**src/rtl/nic_endpoint.sv**
```systemverilog
// Network interface between one PE and a mesh router PE port: one-flit eject and inject buffers behind a 2-bit register map.
// Optional overflow counter for dropped output-buffer writes is enabled with `define NIC_OVF_CNT_EN.
module nic_endpoint #(
   parameter int DATA_WIDTH = 64
) (
   input  logic                  clk,
   input  logic                  reset,
   input  logic [1:0]            addr,
   input  logic [DATA_WIDTH-1:0] d_in,
   output logic [DATA_WIDTH-1:0] d_out,
   input  logic                  nicEn,
   input  logic                  nicWrEn,
   output logic                  net_so,
   input  logic                  net_ro,
   output logic [DATA_WIDTH-1:0] net_do,
   input  logic                  net_polarity,
   input  logic                  net_si,
   output logic                  net_ri,
   input  logic [DATA_WIDTH-1:0] net_di
);

   localparam logic [1:0] ADDR_IN_BUF   = 2'b00;
   localparam logic [1:0] ADDR_IN_STAT  = 2'b01;
   localparam logic [1:0] ADDR_OUT_BUF  = 2'b10;
   localparam logic [1:0] ADDR_OUT_STAT = 2'b11;

   logic [DATA_WIDTH-1:0] r_inBuf;
   logic                  r_inFull;
   logic [DATA_WIDTH-1:0] r_outBuf;
   logic                  r_outFull;
   logic [DATA_WIDTH-1:0] r_dOut;

   logic                  w_peRead;
   logic                  w_peWrite;
   logic                  w_inAccept;
   logic                  w_inDrain;
   logic                  w_outLoad;
   logic                  w_send;
   logic [DATA_WIDTH-1:0] w_inStatus;
   logic [DATA_WIDTH-1:0] w_outStatus;

   assign w_peRead   = nicEn & ~nicWrEn;
   assign w_peWrite  = nicEn & nicWrEn;
   assign w_inAccept = net_si & ~r_inFull;
   assign w_inDrain  = w_peRead & (addr == ADDR_IN_BUF) & r_inFull;
   assign w_outLoad  = w_peWrite & (addr == ADDR_OUT_BUF) & ~r_outFull;
   // A flit may only leave on the polarity phase matching its vc bit.
   assign w_send     = r_outFull & net_ro & (r_outBuf[DATA_WIDTH-1] == net_polarity);

   assign net_ri = ~r_inFull;
   assign net_so = w_send;
   assign net_do = r_outBuf;
   assign d_out  = r_dOut;

`ifdef NIC_OVF_CNT_EN
   logic [7:0] r_ovfCnt;
   logic       w_outDrop;

   assign w_outDrop = w_peWrite & (addr == ADDR_OUT_BUF) & r_outFull;

   always_ff @(posedge clk or negedge reset) begin
      if (!reset) begin
         r_ovfCnt <= '0;
      end else if (w_outDrop && (r_ovfCnt != 8'hFF)) begin
         r_ovfCnt <= r_ovfCnt + 8'd1;
      end
   end
`endif

   always_comb begin
      w_inStatus     = '0;
      w_inStatus[0]  = r_inFull;
      w_outStatus    = '0;
      w_outStatus[0] = r_outFull;
`ifdef NIC_OVF_CNT_EN
      w_outStatus[15:8] = r_ovfCnt;
`endif
   end

   always_ff @(posedge clk or negedge reset) begin
      if (!reset) begin
         r_inBuf  <= '0;
         r_inFull <= 1'b0;
      end else if (w_inAccept) begin
         r_inBuf  <= net_di;
         r_inFull <= 1'b1;
      end else if (w_inDrain) begin
         r_inFull <= 1'b0;
      end
   end

   // Load and send never coincide: a load needs the buffer empty, a send needs it full.
   always_ff @(posedge clk or negedge reset) begin
      if (!reset) begin
         r_outBuf  <= '0;
         r_outFull <= 1'b0;
      end else if (w_send) begin
         r_outFull <= 1'b0;
      end else if (w_outLoad) begin
         r_outBuf  <= d_in;
         r_outFull <= 1'b1;
      end
   end

   always_ff @(posedge clk or negedge reset) begin
      if (!reset) begin
         r_dOut <= '0;
      end else if (w_peRead) begin
         case (addr)
            ADDR_IN_BUF:   r_dOut <= r_inBuf;
            ADDR_IN_STAT:  r_dOut <= w_inStatus;
            ADDR_OUT_BUF:  r_dOut <= r_outBuf;
            ADDR_OUT_STAT: r_dOut <= w_outStatus;
            default:       r_dOut <= r_dOut;
         endcase
      end
   end

endmodule
```
**config.mk**
```make
export PLATFORM = sky130hd
export DESIGN_NAME = nic_endpoint
export DESIGN_NICKNAME = d
export VERILOG_FILES = /design/src/rtl/nic_endpoint.sv
export SDC_FILE = /design/constraint.sdc
export NUM_CORES = 1
export LEC_CHECK = 0
export BUFFER_PORTS_ARGS = -buffer_cell sky130_fd_sc_hd__buf_2
export CAP_MARGIN = 30
export CORE_MARGIN = 5
export CORE_UTILIZATION = 50
export CTS_BUF_LIST = sky130_fd_sc_hd__clkbuf_4 sky130_fd_sc_hd__clkbuf_8 sky130_fd_sc_hd__clkbuf_16
export DETAILED_ROUTE_END_ITERATION = 8
export PLACE_DENSITY = 0.86
export REMOVE_ABC_BUFFERS = 1
export SETUP_SLACK_MARGIN = 0.5
export SLEW_MARGIN = 5
export SYNTH_ARGS = -nofsm -noshare
export SYNTH_HDL_FRONTEND = slang
export SYNTH_SLANG_ARGS = --single-unit
```
**constraint.sdc**
```tcl
create_clock -name clk -period 1.55 [get_ports clk]
set_input_delay 0.155 -clock clk [delete_from_list [all_inputs] [get_ports clk]]
set_output_delay 0.155 -clock clk [all_outputs]
set_load 0.05 [all_outputs]
```
==> results.md, run 1 <==
* Clk sinks at 194
* Async SR Flop Fraction at 100%
* Sequential area share after synthesis at between 60% and 70%
* Cell with the most instances after synthesis: dfrtp_1
* Mapped Area at between 7000 and 8000 um2
* Post-place setup slack at 0.177 ns
* H-tree levels at 4
* Total track usage at 72.2%
* Top_reg_cell synth: dfrtp_1
* CTS Root Buffer Type: clkbuf_16
* Average size of a mapped cell at about 14 um2
* Initial Utilization at 51.3%
* Tool error: [ERROR GRT-0232] Routing congestion too high. Check the congestion heatmap in the GUI.
* Outcome: aborted with a tool error
* Worst_ep grt: net_so
* Flops & latches, synth at just under 200
* Warnings from Yosys at 0
* Post-synth top area share at between 60% and 70%
* EDFF count, synth at 0
* Stopped at: global routing
* Distinct cell type count after synthesis at 23
* CTS Buffer Depth at 2
* Largest net degree at the start of global routing at 66
* Grt ovf at 120
* Num ports at 267
* Area leader, netlist: dfrtp_1
* Dpl hpwl at about 14000 um
* Initial antenna violation count at 5
* Num rows at between 40 and 50
* Top cells by count, synth: dfrtp_1, mux2_2, mux2i_1, nand2_1, o21ai_0
* Worst EP kind: output port
* Post-place instance area at around 9500 um2
* CTS buffer count at 17
* Chip height at ~140 um
* GPL Wtd Cong at around 0.78
* Cell count after synthesis at between 500 and 600
* Chip width at 135 um
* Largest cells by area after synthesis: dfrtp_1, mux2_2, mux2i_1, o21ai_0, nand2_1
* Port Buffers at between 200 and 300
kinds of logic after synthesis:
group,share of synthesized area (%)
flip-flops,62.1
multiplexers,26.9
AND/OR/NAND/NOR,3.98
AO/OA/AOI/OAI,4.19
buffers and inverters,2.72
XOR/XNOR,0.112
per-layer routing:
layer / track usage [%] / GRT overflow
met1: 71.4 / 0
met2: 90.9 / 65
met3: 52.8 / 2
met4: 79.2 / 53
met5: 4.44 / 0
metrics by stage:
step | setup TNS, ns | instances | hold slack [ns]
CTS | 0 | 1285 | 0.0592
detailed placement | 0 | 1018 | 0.139
global placement | 0 | 1018 | 0.142
floorplan | -221.94 | 525 | -0.141
what timing repair did:
item | in CTS
setup buffers | 91
pin swaps | 3
hold buffers | 129
cloned | 16
endpoints found under the hold margin | 169
setup endpoints to repair | 260
resized for setup | 380
==> inputs of run 2 (changes only) <==
CORE_UTILIZATION = 40   (was 50)
CTS_BUF_LIST = not set   (was sky130_fd_sc_hd__clkbuf_4 sky130_fd_sc_hd__clkbuf_8 sky130_fd_sc_hd__clkbuf_16)
PLACE_DENSITY = not set   (was 0.86)
PLACE_DENSITY_LB_ADDON = 0.15   (was not set)
SETUP_SLACK_MARGIN = not set   (was 0.5)
==> run 2 against run 1 <==
- the flow now finishes without violations
- area after synthesis did not move
- synthesized cell count did not move
==> results.md, run 2 <==
* Total track usage at a little under a fifth
* Core Region at between 15000 and 20000 um2
* Cell count after synthesis at around 560
* Die ar. at approximately 22000 um2
* Nets@finish at 1093
* Static Leak at roughly 5.6 nW
* Setup crit start: net_do[63]$_DFFE_PN0P_
* Least-Margin Pin Slew at ~0.37 ns
* Tmin final at about 1.5 ns
* Hold Crit Start: addr[0]
* Worst setup margin at between 0.07 and 0.08 ns
* Chip width at roughly 150 um
* Max_cap viols at 0
* Warnings from Yosys at 0
* ANT nets after route at 0
* Vias per std cell at about 4.8
* First-pass GRT wire length at approximately 34000 um
* Area leader, netlist: dfrtp_1
* Clk sinks at a little under 200
* Top delay family on crit path: flip-flops
* Flops & latches, synth at between 150 and 200
* Buf/Inv on CP at 1
* Hold_ws at a little over 0.04 ns
* Initial DRC Count at 162
* CTS Root Buffer Type: clkbuf_16
* Antenna cells at 0
* Grt ovf at 0
* Commonest cells after routing, fill and taps aside: buf_2, dfrtp_1, dlygate4sd3_1, mux2_2
* Num rows at 51
* Dpl hpwl at around 14000 um
* Met2 usage at 32.2%
* CTS tree: yes
* Post-place setup slack at roughly 0.13 ns
* Critical path class: flop to output pin
* Distinct cell type count after synthesis at 23
* Worst setup SP type: flop
* Num ports at between 200 and 300
* EDFF count, synth at 0
* Crit path largest cell delay at approximately 0.40 ns
* Clk_lat worst skew at ~0.42 ns
* Final setup TNS at 0 ns
* Vias at about 5900
* H-tree levels at 4
* Vias in the first global route at 6400
* Largest net degree at the start of global routing at between 60 and 70
* Chip height at 150 um
* Crit Path Max Fanout at 3
* CTS buffer count at 17
* Mapped Area at roughly 7800 um2
* Routed length per instance at roughly 17 um
* Final setup fails at 0
* CTS Buffer Depth at 2
* DRC violations left at 0
* Max Fclk at between 600 and 700 MHz
* Gr busiest metal: met2
* Tcrit/Tclk final at 95.2%
* Post-synth top area share at 62.1%
* Met1 Track Usage GR at between 20% and 30%
* Global routing usage on met3 at 4.51%
* Critical-path cell list: xnor2_1 > and3_1 > buf_6
* Top_reg_cell synth: dfrtp_1
* Max-slew violations at 0
* Worst EP arrival at around 1.3 ns
* Routed wire length at around 21000 um
* Async SR Flop Fraction at 100%
* Largest cells by area after synthesis: dfrtp_1, mux2_2, mux2i_1, o21ai_0, nand2_1
* Hold Vio Cnt, Final at 0
* Setup crit end kind: output pin
* Initial antenna violation count at 0
* Share of layout cells above drive strength 1 at between 40% and 50%
* Most common cell after layout, fill and taps aside: buf_2
* Average size of a mapped cell at 14.0 um2
* Clk_skew at about 0.011 ns
* CP max stage cell: dfrtp_1
* Maximum vdd drop at about 0.0011 V
* PD cells at between 2000 and 2500 nW/um2
* Sequential area share after synthesis at between 60% and 70%
* Post-place instance area at about 9500 um2
* Port Buffers at about 270
* Top cells by count, synth: dfrtp_1, mux2_2, mux2i_1, nand2_1, o21ai_0
* Area Growth Syn to Fin at 47.1%
* Worst reg2reg startpoint: r_inFull$_DFFE_PN0P_
* 1st-pass router iterations at 4
* Slew headroom at between 70% and 80%
* Post-layout instance area at ~12000 um2
* Outcome: finished, final reports clean
* Worst-path clk slew at 0.07 ns
* HP Class: primary input to flop
* Cell with the most instances after synthesis: dfrtp_1
* GPL Wtd Cong at 0.761
* RSZ-0062 raised after global routing: yes
* Crit path required time at 1.39 ns
* Initial Utilization at 40.5%
run 2: cell counts after synthesis:
Identical to the previous run, type by type.
run 2: routing by layer:
metal,share of wire (%),vias to the layer above
met5,0,-
met4,2.4,0
met3,6.0,34
met2,49,184
met1,43,2922
li1,-,2755
run 2: report_power, final:
part           switching [mW]  internal, mW  leakage [nW]
Sequential               1.45          7.22          2.39
Combinational            6.61          3.28          2.92
Clock                    1.95          2.90         0.314
Total                    10.0          13.4          5.62
run 2: worst paths after layout:
check | end | slack (ns) | cells past startpoint
min reg2reg | d_out[48]$_DFFE_PN0P_ | 0.48 | 2
max in group asynchronous | net_do[33]$_DFFE_PN0P_ | 0.65 | 3
min | r_inFull$_DFFE_PN0P_ | 0.04 | 3
max | net_so | 0.07 | 3
max reg2reg | r_inBuf[28]$_DFFE_PN0P_ | 0.12 | 3
min in group asynchronous | r_inBuf[41]$_DFFE_PN0P_ | 0.24 | 2
run 2: layout make-up:
class / instances / area, um2
Tap cell: 265 / 332
Clock buffer: 19 / 433
Timing Repair Buffer: 412 / 2890
Sequential cell: 194 / 4850
Fill cell: 1607 / 7830
Inverter: 2 / 7.51
Clock inverter: 13 / 219
Multi-Input combinational cell: 329 / 2760
run 2: logic make-up after synthesis:
logic type | after synthesis | synth area share [%]
AO/OA/AOI/OAI | 65 | 4.19
flip-flops | 194 | 62.1
AND/OR/NAND/NOR | 70 | 3.98
multiplexers | 193 | 26.9
buffers and inverters | 36 | 2.72
XOR/XNOR | 1 | 0.112
run 2: worst register-to-register path: cells and delay by family, from the launching register on:
family                 cells  cell delay (ns)
muxes                      1             0.39
DFF                        1             0.44
and+or+nand+nor            1             0.21
buffers and inverters      1             0.27
run 2: timing repair:
action	4_1_cts	5_1_grt
hold buffers	129	0
hold endpoints to repair	167	0
pin swaps	1	2
gates resized for setup	2	0
setup buffers	1	1
setup endpoints to repair	1	1
run 2: through the flow:
stage / power (mW) / utilization [%] / instances
floorplan: 15.7 / - / 525
global placement: 18.1 / 49.3 / 1071
detailed placement: 18.4 / 49.3 / 1071
CTS: 23.6 / 59.5 / 1233
global route: 24.6 / 59.5 / 1234
finish: 23.4 / 59.5 / 1234
No activity file was read; power rests on OpenSTA's default activity.
==> inputs of run 3 (changes only) <==
CELL_PAD_IN_SITES_DETAIL_PLACEMENT = 1   (was not set)
CELL_PAD_IN_SITES_GLOBAL_PLACEMENT = 1   (was not set)
REMOVE_ABC_BUFFERS = not set   (was 1)
==> run 3 against run 2 <==
- clock power down 12%
- final area down 0.31%
- total power down 0.64%
- global-route usage up 4.0 points
- first-iteration DRC count up 12%
- non-clock buffer count up 4
- clock skew up 0.0022 ns
- via count up 3.5%
- routed wire length up 21%
- combinational power about the same
- critical endpoint unchanged
- largest cell class unchanged
- largest power group unchanged
==> results.md, run 3 (synthesized netlist as in run 2, its figures left out) <==
* Outcome: finished, final reports clean
* Slew headroom at roughly 60%
* HP Class: primary input to flop
* First-pass GRT wire length at 40000 um
* Worst-path clk slew at 0.07 ns
* Max_cap viols at 0
* Max-slew violations at 0
* Worst EP arrival at approximately 1.4 ns
* GPL Wtd Cong at 0.780
* CTS buffer count at 17
* Clk sinks at a little under 200
* Crit Path Max Fanout at 2
* Most common cell after layout, fill and taps aside: buf_2
* Port Buffers at 266
* Tmin final at approximately 1.5 ns
* Hold Vio Cnt, Final at 0
* Clk_lat worst skew at 0.43 ns
* Initial antenna violation count at 7
* Grt ovf at 0
* Initial Utilization at 40.5%
* Met1 Track Usage GR at between 20% and 30%
* Dpl hpwl at approximately 16000 um
* CTS Root Buffer Type: clkbuf_16
* Setup crit end kind: output pin
* Die ar. at 22400 um2
* Vias in the first global route at approximately 7000
* FILL cells at 1985
* Global routing usage on met3 at ~6.6%
* Maximum vdd drop at 0.00132 V
* Met2 usage at 41.3%
* Nets@finish at between 1000 and 1500
* Syn_nets at just under 700
* Final setup fails at 0
* Crit path required time at roughly 1.4 ns
* Gr busiest metal: met2
* Routed wire length at between 20000 and 30000 um
* PD cells at between 2000 and 2500 nW/um2
* Tcrit/Tclk final at roughly 97%
* Initial DRC Count at ~180
* Clk_skew at roughly 0.013 ns
* Hold Crit Depth at 3
* Area Growth Syn to Fin at 46.6%
* Design Power at 23.3 mW
* Static Leak at approximately 5.6 nW
* ANT nets after route at 0
* Core Region at between 15000 and 20000 um2
* DRC violations left at 0
* Final setup TNS at 0 ns
* Critical path class: flop to output pin
* Share of layout cells above drive strength 1 at approximately 46%
* Vias at approximately 6100
* Least-Margin Pin Slew at roughly 0.6 ns
* CTS tree: yes
* Total track usage at a little under a quarter
* Vias per std cell at approximately 4.9
* RSZ-0062 raised after global routing: yes
* Routed length per instance at approximately 21 um
* Num rows at 51
* Chip height at about 150 um
* CTS Buffer Depth at 2
* Num ports at approximately 270
* Commonest cells after routing, fill and taps aside: buf_2, dfrtp_1, dlygate4sd3_1, mux2_2
* Chip width at approximately 150 um
* H-tree levels at 4
* 1st-pass router iterations at 4
* Worst setup SP type: flop
* Max Fclk at roughly 670 MHz
* Worst R2R Path Depth at 3
* Largest net degree at the start of global routing at 66
-- run 3: cell count changes in the layout (fill, tap and decap cells not counted), sizes merged --
cell      delta
buf          +4
bufinv       -4
diode        +3
clkbuf       +2
clkinv       +2
clkinvlp     +2
inv          -2
-- run 3: layout make-up --
cell class	count	area, um2	share of cell area (%)
sequential	194	4850	42.3
timing repair buffer	416	2930	25.5
multi-input combinational	329	2780	24.2
clock buffer	21	460	4.02
tap	265	332	2.89
clock inverter	11	103	0.895
inverter	2	7.51	0.0655
antenna	3	7.51	0.0655
-- run 3: stage by stage --
stage / instance area, um2 / util (%) / hold WS, ns / setup slack (ns) / cells
after floorplan: 7820 / - / -0.141 / 0.0381 / 559
after global placement: 9560 / 49.4 / 0.131 / 0.218 / 1074
after detailed placement: 9560 / 49.4 / 0.134 / 0.165 / 1074
after CTS: 11400 / 59.1 / 0.0108 / -0.0400 / 1237
after global routing: 11500 / 59.3 / 0.0483 / -0.0295 / 1241
final: 11500 / 59.3 / 0.0330 / 0.0488 / 1241
-- run 3: worst paths after layout --
kind                                           endpoint  slack [ns]                   start
worst max-delay path                             net_so        0.05  net_do[63]$_DFFE_PN0P_
worst min-delay path               r_inFull$_DFFE_PN0P_        0.03                 addr[0]
worst max register to register  r_inBuf[16]$_DFFE_PN0P_        0.16    r_inFull$_DFFE_PN0P_
worst min register to register    d_out[43]$_DFFE_PN0P_        0.48   d_out[43]$_DFFE_PN0P_
max in group asynchronous       r_inBuf[12]$_DFFE_PN0P_        0.68                   reset
min in group asynchronous         d_out[60]$_DFFE_PN0P_        0.23                   reset
-- run 3: report_power, final --
| part | switching (mW) | internal [mW] |
|---|---|---|
| combinational | 6.88 | 3.31 |
| clock | 1.96 | 2.31 |
| sequential | 1.56 | 7.22 |
| total | 10.4 | 12.8 |
-- run 3: worst max-delay path: stages, from the launching register on --
cell and delay [ns]:
dfrtp_1 0.42, xnor2_2 0.14, and3_4 0.21, buf_8 0.15
-- run 3: routing by layer --
| layer | part of all wire (%) | wire, um |
|---|---|---|
| met4 | 1.4 | 355 |
| met1 | 40 | 10200 |
| met2 | 53 | 13400 |
| met5 | 0.22 | 57 |
| met3 | 6.1 | 1570 |
-- run 3: timing repair --
item | CTS | global route
setup endpoints to repair | 1 | 1
hold endpoints to repair | 167 | 0
hold buffers | 129 | 0
resized for setup | 2 | 3
pin swaps | 2 | 1
setup buffers | 2 | 1
==> inputs of run 4 (changes only) <==
BUFFER_PORTS_ARGS = -buffer_cell sky130_fd_sc_hd__buf_4   (was -buffer_cell sky130_fd_sc_hd__buf_2)
SKIP_CTS_REPAIR_TIMING = 1   (was not set)
clock period = 1.85 ns   (was 1.55 ns; I/O delays follow)
==> run 4 against run 3 <==
- non-clock buffer count decreased by 27
- total power decreased by 14%
- die area unchanged
- largest cell class unchanged
- clock power decreased by 17%
- sequential power decreased by 16%
- routed wire length decreased by 4.5%
==> results.md, run 4 (synthesized netlist as in run 2, its figures left out) <==
* HP Class: primary input to flop
* Hold Crit Depth at 2
* CTS Root Buffer Type: clkbuf_16
* Worst reg2reg startpoint: r_outFull$_DFFE_PN0P_
* Worst setup SP type: flop
* Vias at roughly 5900
* Maximum vdd drop at about 0.0011 V
* Clk_lat worst skew at between 0.4 and 0.5 ns
* Initial DRC Count at ~160
* Port Buffers at ~270
* WL met2 at 12700 um
* DRC violations left at 0
* Setup crit end kind: output pin
* Post-place setup slack at ~0.35 ns
* Antenna cells at 0
* Core Region at a little under 20000 um2
* PD cells at approximately 1700 nW/um2
* Met1 wire length at ~9600 um
* ANT nets after route at 0
* Static Leak at 5.64 nW
* Crit Path Max Fanout at 4
* Max_cap viols at 0
* Slew headroom at 64.6%
* Top layer in use: met4
* Crit path required time at 1.66 ns
* Most common cell after layout, fill and taps aside: buf_4
* Worst setup margin at roughly 0.15 ns
* GPL Wtd Cong at approximately 0.77
* Max-slew violations at 0
* Design Power at about 20 mW
* Vias per std cell at between 4 and 5
* Tcrit/Tclk final at around nine tenths
* Routed length per instance at between 20 and 25 um
* Total track usage at roughly a fifth
* Clk sinks at just under 200
* First-pass GRT wire length at between 30000 and 40000 um
* Post-layout instance area at about 12000 um2
* CTS buffer count at 17
* Hold path endpoint: r_inBuf[31]$_DFFE_PN0P_
* Final setup fails at 0
* Met3 WL at approximately 1700 um
* Nets@finish at ~1100
* Num rows at between 50 and 60
* Worst-path clk slew at approximately 0.07 ns
* Critical path class: flop to output pin
* FILL cells at between 1500 and 2000
* CTS Buffer Depth at 2
* Max Fclk at 588 MHz
* Worst r2r dst: net_do[2]$_DFFE_PN0P_
* Syn_nets at between 600 and 700
* Worst R2R Path Depth at 3
* Chip height at ~150 um
* Hold Crit Start: net_di[31]
* Die ar. at 22400 um2
* Area of the multi-input gates at about 2800 um2
* Hold Vio Cnt, Final at 0
* Worst EP arrival at 1.52 ns
* Vias in the first global route at approximately 6200
* 1st-pass router iterations at 4
* Least-Margin Pin Slew at roughly 0.53 ns
* Final setup TNS at 0 ns
* Share of layout cells above drive strength 1 at between 40% and 50%
* Num ports at approximately 270
* Flop-to-flop setup slack at 0.39 ns
* Grt ovf at 0
* Clk_skew at 0.0119 ns
* Dpl hpwl at 16200 um
* Tmin final at 1.70 ns
* Register Area at about 4900 um2
* Outcome: finished, final reports clean
* RSZ-0062 raised after global routing: no
* CTS tree: yes
* Initial antenna violation count at 0
* Area Growth Syn to Fin at 50.9%
* Post-place instance area at about 10000 um2
* H-tree levels at 4
* Routed wire length at about 24000 um
* Chip width at ~150 um
* Largest net degree at the start of global routing at 66
* Initial Utilization at around two fifths
* Commonest cells after routing, fill and taps aside: buf_4, dfrtp_1, mux2_2, dlygate4sd3_1
[run 4: through the flow]
step           std cells  utilization [%]  hold WS [ns]
2_1_floorplan        559                -        -0.111
3_3_place_gp        1070             52.5         0.172
3_5_place_dp        1070             52.5         0.175
4_1_cts             1101             55.4        -0.285
5_1_grt             1210             61.0      -0.00603
6_report            1210             61.0       0.00519
[run 4: area by class of cell]
type	instances	area share [%]
inverter	2	0.0636
multi-input combinational	329	23.4
timing repair buffer	389	27.9
tap	265	2.81
sequential	194	41.1
clock buffer	23	4.05
clock inverter	8	0.668
[run 4: worst max-delay path by stage]
stage | startpoint | endpoint | slack (ns) | cells past startpoint
global placement | addr[1] | d_out[0]$_DFFE_PN0P_ | 0.35 | 4
CTS | net_do[63]$_DFFE_PN0P_ | net_so | 0.12 | 3
global route | net_do[63]$_DFFE_PN0P_ | net_so | 0.09 | 3
floorplan | net_do[63]$_DFFE_PN0P_ | r_outFull$_DFFE_PN0P_ | 0.34 | 3
finish | net_do[63]$_DFFE_PN0P_ | net_so | 0.15 | 3
detailed placement | addr[1] | d_out[0]$_DFFE_PN0P_ | 0.35 | 4
[run 4: worst max-delay path: stages (launching register included)]
cell     delay (ns)
dfrtp_1        0.42
xnor2_1        0.23
and3_1         0.22
buf_4          0.22
[run 4: power breakdown]
part           total [mW]  internal (mW)  leakage (nW)  switching [mW]
Sequential           7.40           6.05          2.39            1.35
Clock                3.53           1.96         0.273            1.57
Combinational        9.11           3.40          2.98            5.71
Total                20.0           11.4          5.64            8.62
[run 4: per-layer routing]
layer  vias to the layer above  GRT usage (%)
met3                        22           7.27
met5                         -              0
met1                      3004           24.6
met2                       191           33.6
met4                         0           6.54
li1                       2705              -
